## src/rtl/thumb_halfword_fetch.sv

```systemverilog
// Instruction-fetch front end: fetches aligned words and presents them one ARM
// word or one Thumb halfword at a time, with redirect and stale-fetch squashing.
module thumb_halfword_fetch #(
    parameter logic [31:0] RESET_PC    = 32'h0000_0000,
    parameter logic        RESET_THUMB = 1'b0
) (
    input  logic        clk,
    input  logic        rst,
    input  logic        redirect,
    input  logic [31:0] redirect_pc,
    input  logic        redirect_thumb,
    output logic        mem_req,
    output logic [31:0] mem_addr,
    input  logic        mem_ack,
    input  logic [31:0] mem_rdata,
    output logic        out_valid,
    input  logic        out_ready,
    output logic [31:0] out_code,
    output logic        out_addr1,
    output logic        out_thumb,
    output logic [31:0] out_pc
);

    typedef enum logic [1:0] {IDLE, FETCH, HOLD} state_t;

    localparam logic [31:0] RESET_PC_ALIGNED = {RESET_PC[31:2], 2'b00};

    state_t      state, state_d;
    logic [31:0] pc, pc_d;
    logic        thumb, thumb_d;
    logic        squash, squash_d;
    logic [31:0] fetch_addr, fetch_addr_d;
    logic [31:0] code, code_d;

    logic [31:0] redir_pc;
    logic [31:0] pc_inc;

    function automatic logic [31:0] word_of(input logic [31:0] a);
        return {a[31:2], 2'b00};
    endfunction

    assign redir_pc = redirect_thumb ? {redirect_pc[31:1], 1'b0}
                                     : {redirect_pc[31:2], 2'b00};
    assign pc_inc   = pc + (thumb ? 32'd2 : 32'd4);

    always_comb begin
        // NOTE: every variable gets its hold value first so no path leaves it
        // unassigned, which would otherwise infer a latch.
        state_d      = state;
        pc_d         = pc;
        thumb_d      = thumb;
        squash_d     = squash;
        fetch_addr_d = fetch_addr;
        code_d       = code;

        // A redirect overrides any same-cycle accept for the PC update.
        if (redirect) begin
            pc_d    = redir_pc;
            thumb_d = redirect_thumb;
        end

        case (state)
            IDLE: begin
                state_d      = FETCH;
                fetch_addr_d = word_of(pc_d);
            end
            FETCH: begin
                if (mem_ack) begin
                    if (redirect || squash) begin
                        // Stale word: drop it and restart at the current PC.
                        squash_d     = 1'b0;
                        fetch_addr_d = word_of(pc_d);
                    end else begin
                        code_d  = mem_rdata;
                        state_d = HOLD;
                    end
                end else if (redirect) begin
                    // Request must stay stable until acked; squash its data.
                    squash_d = 1'b1;
                end
            end
            HOLD: begin
                if (redirect) begin
                    state_d      = FETCH;
                    fetch_addr_d = word_of(pc_d);
                end else if (out_ready) begin
                    pc_d = pc_inc;
                    // Lower Thumb halfword: upper half is already buffered.
                    if (!(thumb && !pc[1])) begin
                        state_d      = FETCH;
                        fetch_addr_d = word_of(pc_inc);
                    end
                end
            end
            default: state_d = IDLE;
        endcase
    end

    always_ff @(posedge clk) begin
        // NOTE: state registers use non-blocking assignment so every flop
        // samples pre-edge values regardless of statement order.
        if (rst) begin
            state      <= IDLE;
            pc         <= RESET_PC_ALIGNED;
            thumb      <= RESET_THUMB;
            squash     <= 1'b0;
            fetch_addr <= '0;
            code       <= '0;
        end else begin
            state      <= state_d;
            pc         <= pc_d;
            thumb      <= thumb_d;
            squash     <= squash_d;
            fetch_addr <= fetch_addr_d;
            code       <= code_d;
        end
    end

    assign mem_req   = (state == FETCH);
    assign mem_addr  = fetch_addr;
    assign out_valid = (state == HOLD);
    assign out_code  = code;
    assign out_pc    = out_valid ? pc : '0;
    assign out_addr1 = out_valid & thumb & pc[1];
    assign out_thumb = thumb;

endmodule

```

## config.mk

```make
export PLATFORM = sky130hd
export DESIGN_NAME = thumb_halfword_fetch
export DESIGN_NICKNAME = d
export VERILOG_FILES = /design/src/rtl/thumb_halfword_fetch.sv
export SDC_FILE = /design/constraint.sdc
export NUM_CORES = 1
export LEC_CHECK = 0
export BUFFER_PORTS_ARGS = -buffer_cell sky130_fd_sc_hd__buf_2
export CAP_MARGIN = 10
export CORE_ASPECT_RATIO = 1.1
export CORE_MARGIN = 10
export CORE_UTILIZATION = 45
export CTS_BUF_LIST = sky130_fd_sc_hd__clkbuf_8
export DETAILED_ROUTE_END_ITERATION = 8
export PLACE_DENSITY = 0.79
export RECOVER_POWER = 100
export SLEW_MARGIN = 10
export SYNTH_ARGS = -nofsm -noshare
export SYNTH_HDL_FRONTEND = slang
export SYNTH_SLANG_ARGS = --single-unit
```

## constraint.sdc

```tcl
create_clock -name clk -period 3.3 [get_ports clk]
set_input_delay 0.165 -clock clk [delete_from_list [all_inputs] [get_ports clk]]
set_output_delay 0.165 -clock clk [all_outputs]
set_load 0.03 [all_outputs]
```

Word level (Yosys, flattened, before mapping) --
Cells that the tools add are included.
Cells by class: $add $sub $neg 1, multipliers 0, divide/modulo/power cells 0, magnitude comparators 0, equal/unequal tests 8, shifts and indexed selects 0, muxes and demuxes 22, bitwise operators 3, reductions and logical operators 10
Operators with widths (count):
- two-way mux 32 bit | 10
- case mux 32 bit (3 select lines) | 1
- adder 32 x 3 -> 32 bit | 1
- two-way mux 2 bit | 6
- != test 2 x 1 -> 1 bit (second input constant) | 3
- case mux 2 bit (3 select lines) | 1
- AND reduction 3 bit | 2
- AND reduction 5 bit | 1
- AND reduction 4 bit | 1
- two-way mux 1 bit | 3
- two-way mux 3 bit | 1
- != test 3 x 2 -> 1 bit (second input constant) | 1
- != test 3 bit (second input constant) | 1
- nonzero test 3 bit | 1
- bitwise AND 1 bit | 2
- == test 2 x 1 -> 1 bit (second input constant) | 1
- == test 2 bit (second input constant) | 1
- zero test 2 bit | 1
- != test 2 bit (second input constant) | 1
- nonzero test 2 bit | 1
- logical AND 1 bit | 1
- zero test 1 bit | 1
- logical OR 1 bit | 1
- inverter 1 bit | 1
Storage, ports and cells: flip-flop bits (word level) 100, latch bits 0, bits in writable memories 0, ROM bits 0, input bits 70, output and inout port bits 100, memories 0

Logic depth before layout (Yosys ltp) --
Gate-level depths: netlist of the first run.
word-level depth 6, depth in mapped cells 9, mapped depth without buffers 8

Least setup slack after synthesis of the first run --
Ideal clock, no wire load.
kind register to register, start point reg thumb (netlist: out_thumb), end point reg fetch_addr[17] (netlist: mem_addr[17]), library setup time 0.074 ns, arrival 2.696 ns, slack 0.529 ns, cell stages (with the launch flop) 9, buffers on the path 0, path through dfxtp_1 -> ha_1 -> inv_1 -> fa_1 -> and4b_1 -> nand4_2 -> or3_1 -> or4_1 -> a31oi_1
On the way: cells in the longest elaborated chain, start to end 6, elaborated cells on any way between the ends 9, classes of those cells add/sub: 1; eq/ne: 1; mux: 5; reduce/logical: 2
Ends and longest elaborated chain:
- start: declaration | RTL line 30 | logic thumb, thumb_d;
- start signal: assignment | RTL line 112 | thumb <= thumb_d;
- two-way mux 3 bit | RTL line 44 | assign pc_inc = pc + (thumb ? 32'd2 : 32'd4);
- adder 32 x 3 -> 32 bit | RTL line 44
- two-way mux 32 bit | RTL line 89 | if (!(thumb && !pc[1])) begin
- two-way mux 32 bit | RTL line 86 | end else if (out_ready) begin
- two-way mux 32 bit | RTL line 83 | if (redirect) begin
- case mux 32 bit (3 select lines) | RTL line 62 | case (state)
- end signal: assignment | RTL line 114 | fetch_addr <= fetch_addr_d;
- end: declaration | RTL line 32 | logic [31:0] fetch_addr, fetch_addr_d;
Parallel ways exist; a longest one is shown, timed or not. The select of a mux whose other input is x is not followed. A chain may end at the register's enable or synchronous reset.

Final worst setup path of the first run --
start point reg thumb (netlist: out_thumb), end point reg pc[31]
On the way: cells in the longest elaborated chain, start to end 5
Ends and longest elaborated chain:
- two-way mux 3 bit | RTL line 44
- adder 32 x 3 -> 32 bit | RTL line 44
- two-way mux 32 bit | RTL line 86
- two-way mux 32 bit | RTL line 83
- two-way mux 32 bit | RTL line 62
- end signal: assignment | RTL line 111 | pc <= pc_d;
- end: declaration | RTL line 29 | logic [31:0] pc, pc_d;
Every way passes these cells.

==> key figures, run 1 <==
Synth
  • Synth unique cells: 71
  • Top post-synthesis cells by area: dfxtp_1 36%, nand2_1 7.2%, a21oi_1 5.8%
  • Post-synth design cell area: 5390 µm²
  • Syn_area_per_cell: 7.82 µm²
  • Synthesized netlist cell count: 689
  • Yosys reg bits: 98
  • Sequential share of the synthesized area: 0.364
  • Area fraction of the dominant cell type after synthesis: 0.364
  • Post-synth EDFFs: 0
  • Synth area leader: dfxtp_1
  • Most common cell in the synthesized netlist: nand2_1
  • Post-synth top flop: dfxtp_1
  • Post-synthesis async set-or-reset flop share: 0
  • Synth warnings: 0
  • Synth top cells by count: 104 x nand2_1, 98 x dfxtp_1, 62 x a21oi_1, 47 x nor2_1, 35 x clkbuf_1

STA
  • Period utilization: 0.888
  • Max Transition Viols Final: 34
  • F_max: 341 MHz
  • Max-slew headroom: -0.0547
  • Clk_skew: 0.0105 ns
  • Slew @ Worst Pin: 1.58 ns
  • Final setup fails: 0
  • Final critical-path required period: 2.93 ns
  • Final WS setup: 0.370 ns
  • Hold slack: 0.0125 ns
  • Setup TNS: 0 ns
  • Unrepaired setup endpoints after global routing: false
  • Fin. Hold Viols: 0

Place
  • Gpl congestion: 0.919
  • Placed Area: 6220 µm²
  • Post-DP HPWL: 12,600 µm
  • Worst slack, placed: 0.435 ns
  • Port Buffers: 166

Setup path
  • CP Launch Type: register
  • Worst setup path class: reg -> reg
  • Crit path capture type: register
  • Worst-path fanout max: 6
  • WP data required: 3.51 ns
  • Arr. time, crit path: 3.14 ns

Layout
  • Final core utilization: 0.551
  • Layout cells sized above 1: 0.148
  • # nets final: 901
  • Post-Layout Inst Area: 6380 µm²
  • Fill count: 1,140
  • Area growth syn-to-layout: 18.5%

Floorplan
  • Io pins: 170
  • Core area: 11,600 µm²
  • DIE WIDTH: 124 µm
  • Die Y: 135 µm
  • Die area: 16,800 µm²
  • Row Count: 41
  • Initial Utilization: 0.465

Clock tree
  • H-tree depth: 3
  • CTS Root Cell: clkbuf_8
  • CTS tree: done
  • Reg clk slew, reported paths: 0.11 ns
  • Clock Sinks: 98
  • Postcts setup bufs: 0
  • CTS buffer count: 9
  • CTS resizes: 0
  • CTS Buffer Depth: 2
  • Clk Latency, worst-skew pair: 0.38 ns

Power and ir drop
  • Peak supply drop: 228 µV
  • Total power per unit cell area: 417 nW/µm²
  • Leak pwr: 2.33 nW

Routing
  • Via count: 5,646
  • Antenna-violating nets left: 0
  • 1st-pass router iterations: 5
  • WL per Instance: 17.7 µm
  • DR vias/cell: 5.74
  • Drt first-iter violations: 611
  • Residual DRC: 0
  • Drt total wl: 17,400 µm

Global route
  • Largest net degree at the start of global routing: 58
  • Gr ovfl total: 0
  • Number of global-route vias before repair: 5,348
  • First-pass GRT wire length: 27,800 µm
  • Initial antenna violation count: 3
  • Tot GR Track Use: 0.197

Job
  • Max_cap viols: 1

Min path
  • Worst min-delay path class: in -> reg

Outcome
  • Failing checks: max-capacitance violations, max-slew violations
  • Status: finished, violations left
## final cells by class
cell class              instances  area [µm²]  share of cell area
flip-flops and latches         98        1960               0.307
well taps                     150         188              0.0294
repair buffers                190         917               0.144
diodes                          2        5.00            0.000784
multi-input cells             510        3040               0.476
clock inverters                 7        82.6              0.0129
inverters                      18        68.8              0.0108
clock buffers                   9         124              0.0194
## metal layers
| metal | vias to the layer above | part of all wire | global-route usage |
|---|---|---|---|
| met1 | 2627 | 0.41 | 0.237 |
| met4 | 2 | 0.025 | 0.0764 |
| met5 | - | 0.00075 | 0 |
| li1 | 2740 | - | - |
| met2 | 248 | 0.48 | 0.319 |
| met3 | 29 | 0.089 | 0.0638 |
## timing repair
action / in CTS / in global routing
endpoints found under the setup margin: 0 / 0
hold buffers: 11 / 0
hold endpoints to repair: 11 / 0
## metrics by stage
step / cells / power [mW]
3_3_place_gp: 955 / 1.85
3_5_place_dp: 955 / 1.86
4_1_cts: 982 / 2.69
2_1_floorplan: 690 / 1.70
6_report: 984 / 2.66
5_1_grt: 982 / 2.78
## registers in the layout, indices dropped and copies added (netlist names)
signal / count
out_code: 32
squash: 1
out_thumb: 1
mem_addr: 30
state: 2
pc: 32
## report_power, final
group | switching, mW | internal [mW]
Combinational | 0.328 | 0.172
Clock | 0.466 | 0.363
Sequential | 0.0772 | 1.26
Total | 0.871 | 1.79
## final timing paths
| check | startpoint | end | slack [ns] | depth (start not counted) |
|---|---|---|---|---|
| min reg2reg | out_code[24] | out_code[24] | 0.46 | 2 |
| max reg2reg | out_thumb | pc[31] | 0.37 | 8 |
| max | out_thumb | pc[31] | 0.37 | 8 |
| min | mem_rdata[5] | out_code[5] | 0.01 | 3 |
## critical path, cell delays in order, from the launching register on
cell and delay [ns]:
dfxtp_1 0.47, ha_1 0.23, inv_1 0.06, fa_1 0.44, and4b_1 0.38, nand4_2 0.22
nor4_1 0.65, or3b_2 0.23, a31oi_1 0.07
## cells in the final DEF (no fill, tap or decap), types with 6 or more instances in the layout
cell type / n
o21ai_0: 13
nand2b_1: 10
o211ai_1: 9
nand3_1: 28
clkbuf_1: 89
clkbuf_8: 9
a211oi_1: 17
buf_4: 9
dfxtp_1: 98
nor4_1: 13
dlygate4sd3_1: 11
mux2i_1: 6
nor3_1: 17
nand4_1: 16
a21oi_1: 61
inv_1: 17
xor2_1: 9
and2_0: 12
o21a_1: 7
nor2_1: 47
nand2_1: 105
buf_2: 80
xnor2_1: 19
and2_1: 14
a221oi_1: 8
a31oi_1: 14
## kinds of logic after synthesis
group,after synthesis,share of synthesized area
simple gates,297,0.284
compound gates,170,0.210
flops,98,0.364
buf+inv,82,0.0676
xor+xnor,28,0.0455
mux,9,0.0174
fa+ha+maj,4,0.0107
other cells,1,0.000696
(Power assumes the default switching activity.)
==> run 2, diff against run 1 <==
CORE_UTILIZATION = 25   (was 45)
PLACE_DENSITY = 0.52   (was 0.79)
==> key figures, run 2 (same netlist as run 1, synthesis figures left out) <==
Outcome
  • Status: finished, violations left (unchanged)
  • Failing checks: max-capacitance violations, max-slew violations (unchanged)

Global route
  • Gr ovfl total: 0 (unchanged)
  • Number of global-route vias before repair: 5,439 (was 5,348)
  • First-pass GRT wire length: 31,600 µm (was 27,800 µm)
  • Initial antenna violation count: 6 (was 3)
  • Tot GR Track Use: 0.139 (was 0.197)
  • Largest net degree at the start of global routing: 56 (was 58)

Clock tree
  • CTS tree: done (unchanged)
  • Reg clk slew, reported paths: 0.11 ns (about the same)
  • Clock Sinks: 98 (unchanged)
  • CTS Root Cell: clkbuf_8 (unchanged)
  • Clk Latency, worst-skew pair: 0.40 ns (was 0.38 ns)
  • H-tree depth: 3 (unchanged)
  • CTS buffer count: 9 (unchanged)
  • CTS Buffer Depth: 2 (unchanged)
  • CTS resizes: 0 (unchanged)

Min path
  • Hold Path Origin: mem_rdata[30] (was mem_rdata[5])
  • Hold path cells: 3 (unchanged)
  • Hold EP: out_code[30] (was out_code[5])
  • Worst min-delay path class: in -> reg (unchanged)

Routing
  • Residual DRC: 0 (unchanged)
  • Antenna-violating nets left: 0 (unchanged)
  • 1st-pass router iterations: 5 (unchanged)
  • Drt total wl: 20,200 µm (was 17,400 µm)
  • Via count: 5,647 (was 5,646)
  • Drt first-iter violations: 256 (was 611)
  • DR vias/cell: 4.91 (was 5.74)
  • WL per Instance: 17.5 µm (was 17.7 µm)

Layout
  • Layout cells sized above 1: 0.150 (was 0.148)
  • # nets final: 927 (was 901)
  • Area growth syn-to-layout: 26.6% (was 18.5%)
  • Most frequent cells in the layout: 104 x nand2_1, 98 x dfxtp_1, 90 x clkbuf_1 (was 105 x nand2_1, 98 x dfxtp_1, 89 x clkbuf_1)
  • Fill count: 2,407 (was 1,140)
  • Most common cell after layout, fill and taps aside: nand2_1 (unchanged)
  • Post-Layout Inst Area: 6820 µm² (was 6380 µm²)

STA
  • F_max: 337 MHz (was 341 MHz)
  • Max Transition Viols Final: 68 (was 34)
  • Period utilization: 0.900 (was 0.888)
  • Max-slew headroom: -0.110 (was -0.0547)
  • Final setup fails: 0 (unchanged)
  • Final critical-path required period: 2.97 ns (was 2.93 ns)
  • Clk_skew: 0.0113 ns (was 0.0105 ns)
  • Slew @ Worst Pin: 1.66 ns (was 1.58 ns)
  • Setup TNS: 0 ns (unchanged)
  • Hold slack: 0.0122 ns (was 0.0125 ns)
  • Unrepaired setup endpoints after global routing: false (unchanged)
  • Fin. Hold Viols: 0 (unchanged)

Place
  • Post-DP HPWL: 14,600 µm (was 12,600 µm)
  • Placed Area: 6440 µm² (was 6220 µm²)
  • Port Buffers: 166 (unchanged)
  • Gpl congestion: 0.825 (was 0.919)

Setup path
  • Crit path capture type: register (unchanged)
  • Startpoint of the worst register-to-register path: out_thumb (unchanged)
  • CP Launch Type: register (unchanged)
  • R2r endpoint: pc[29] (was pc[31])
  • Worst-path fanout max: 6 (unchanged)
  • Worst setup path class: reg -> reg (unchanged)
  • WP data required: 3.57 ns (was 3.51 ns)
  • Arr. time, crit path: 3.23 ns (was 3.14 ns)
  • FF-to-FF path depth: 9 (was 8)
  • R2r setup slk: 0.33 ns (was 0.37 ns)

Floorplan
  • Io pins: 170 (unchanged)
  • Die Y: 174 µm (was 135 µm)
  • Initial Utilization: 0.253 (was 0.465)
  • Row Count: 56 (was 41)
  • Die area: 27,800 µm² (was 16,800 µm²)
  • DIE WIDTH: 160 µm (was 124 µm)
  • Core area: 21,300 µm² (was 11,600 µm²)

Power and ir drop
  • Total power per unit cell area: 402 nW/µm² (was 417 nW/µm²)
  • Peak supply drop: 166 µV (was 228 µV)
  • Leak pwr: 2.44 nW (was 2.33 nW)

Job
  • Max_cap viols: 2 (was 1)
[run 2: cell types whose count changed in the layout (fill, tap and decap cells not counted), sizes merged]
cell | previous run | this run
clkbuf | 99 | 101
inv | 20 | 21
dlygate4sd3 | 11 | 32
diode | 2 | 3
buf | 89 | 92
clkinvlp | 2 | 1
[run 2: routing by layer]
metal / global-route usage / part of all wire / vias to the layer above
met5: 0 / 0.0012 / -
met4: 0.0452 / 0.016 / 4
met3: 0.0480 / 0.077 / 23
met2: 0.224 / 0.46 / 161
met1: 0.171 / 0.44 / 2669
li1: - / - / 2790
[run 2: cell type report]
type / count / area (µm²) / area share
timing repair buffer: 216 / 1170 / 0.171
clock buffer: 9 / 124 / 0.0182
clock inverter: 7 / 83.8 / 0.0123
sequential: 98 / 1960 / 0.288
tap: 290 / 363 / 0.0532
inverter: 18 / 68.8 / 0.0101
multi-input combinational: 510 / 3040 / 0.446
antenna: 3 / 7.51 / 0.00110
[run 2: where the power goes]
group,switching [mW],leakage (nW),internal [mW]
Sequential,0.0759,0.805,1.26
Combinational,0.344,1.53,0.194
Clock,0.508,0.103,0.366
[run 2: worst max-delay path by stage]
stage                          from           end
final                     out_thumb        pc[29]
after global routing      out_thumb  mem_addr[27]
after CTS                 out_thumb  mem_addr[17]
after detailed placement  out_thumb  mem_addr[17]
after global placement    out_thumb        pc[29]
after floorplan           out_thumb  mem_addr[17]
[run 2: per-stage QoR]
stage / util / total power, mW / instances / setup slack [ns]
floorplan: - / 1.70 / 690 / 0.529
global placement: 0.302 / 1.88 / 1100 / 0.499
detailed placement: 0.302 / 1.88 / 1100 / 0.459
CTS: 0.327 / 2.79 / 1148 / 0.423
global route: 0.320 / 2.87 / 1148 / 0.110
finish: 0.320 / 2.74 / 1151 / 0.331
[run 2: timing repair]
item                                   CTS  global route
endpoints found under the hold margin   32             0
buffers inserted                         0             0
hold buffers                            32             0
[run 2: worst max-delay path: stages (launching register included)]
cell and delay, ns:
dfxtp_1 0.46, ha_1 0.23, inv_1 0.06, fa_1 0.46
and4b_1 0.37, nand4_1 0.26, clkbuf_1 0.27, nor4_2 0.41
a311o_1 0.23, a31oi_1 0.08
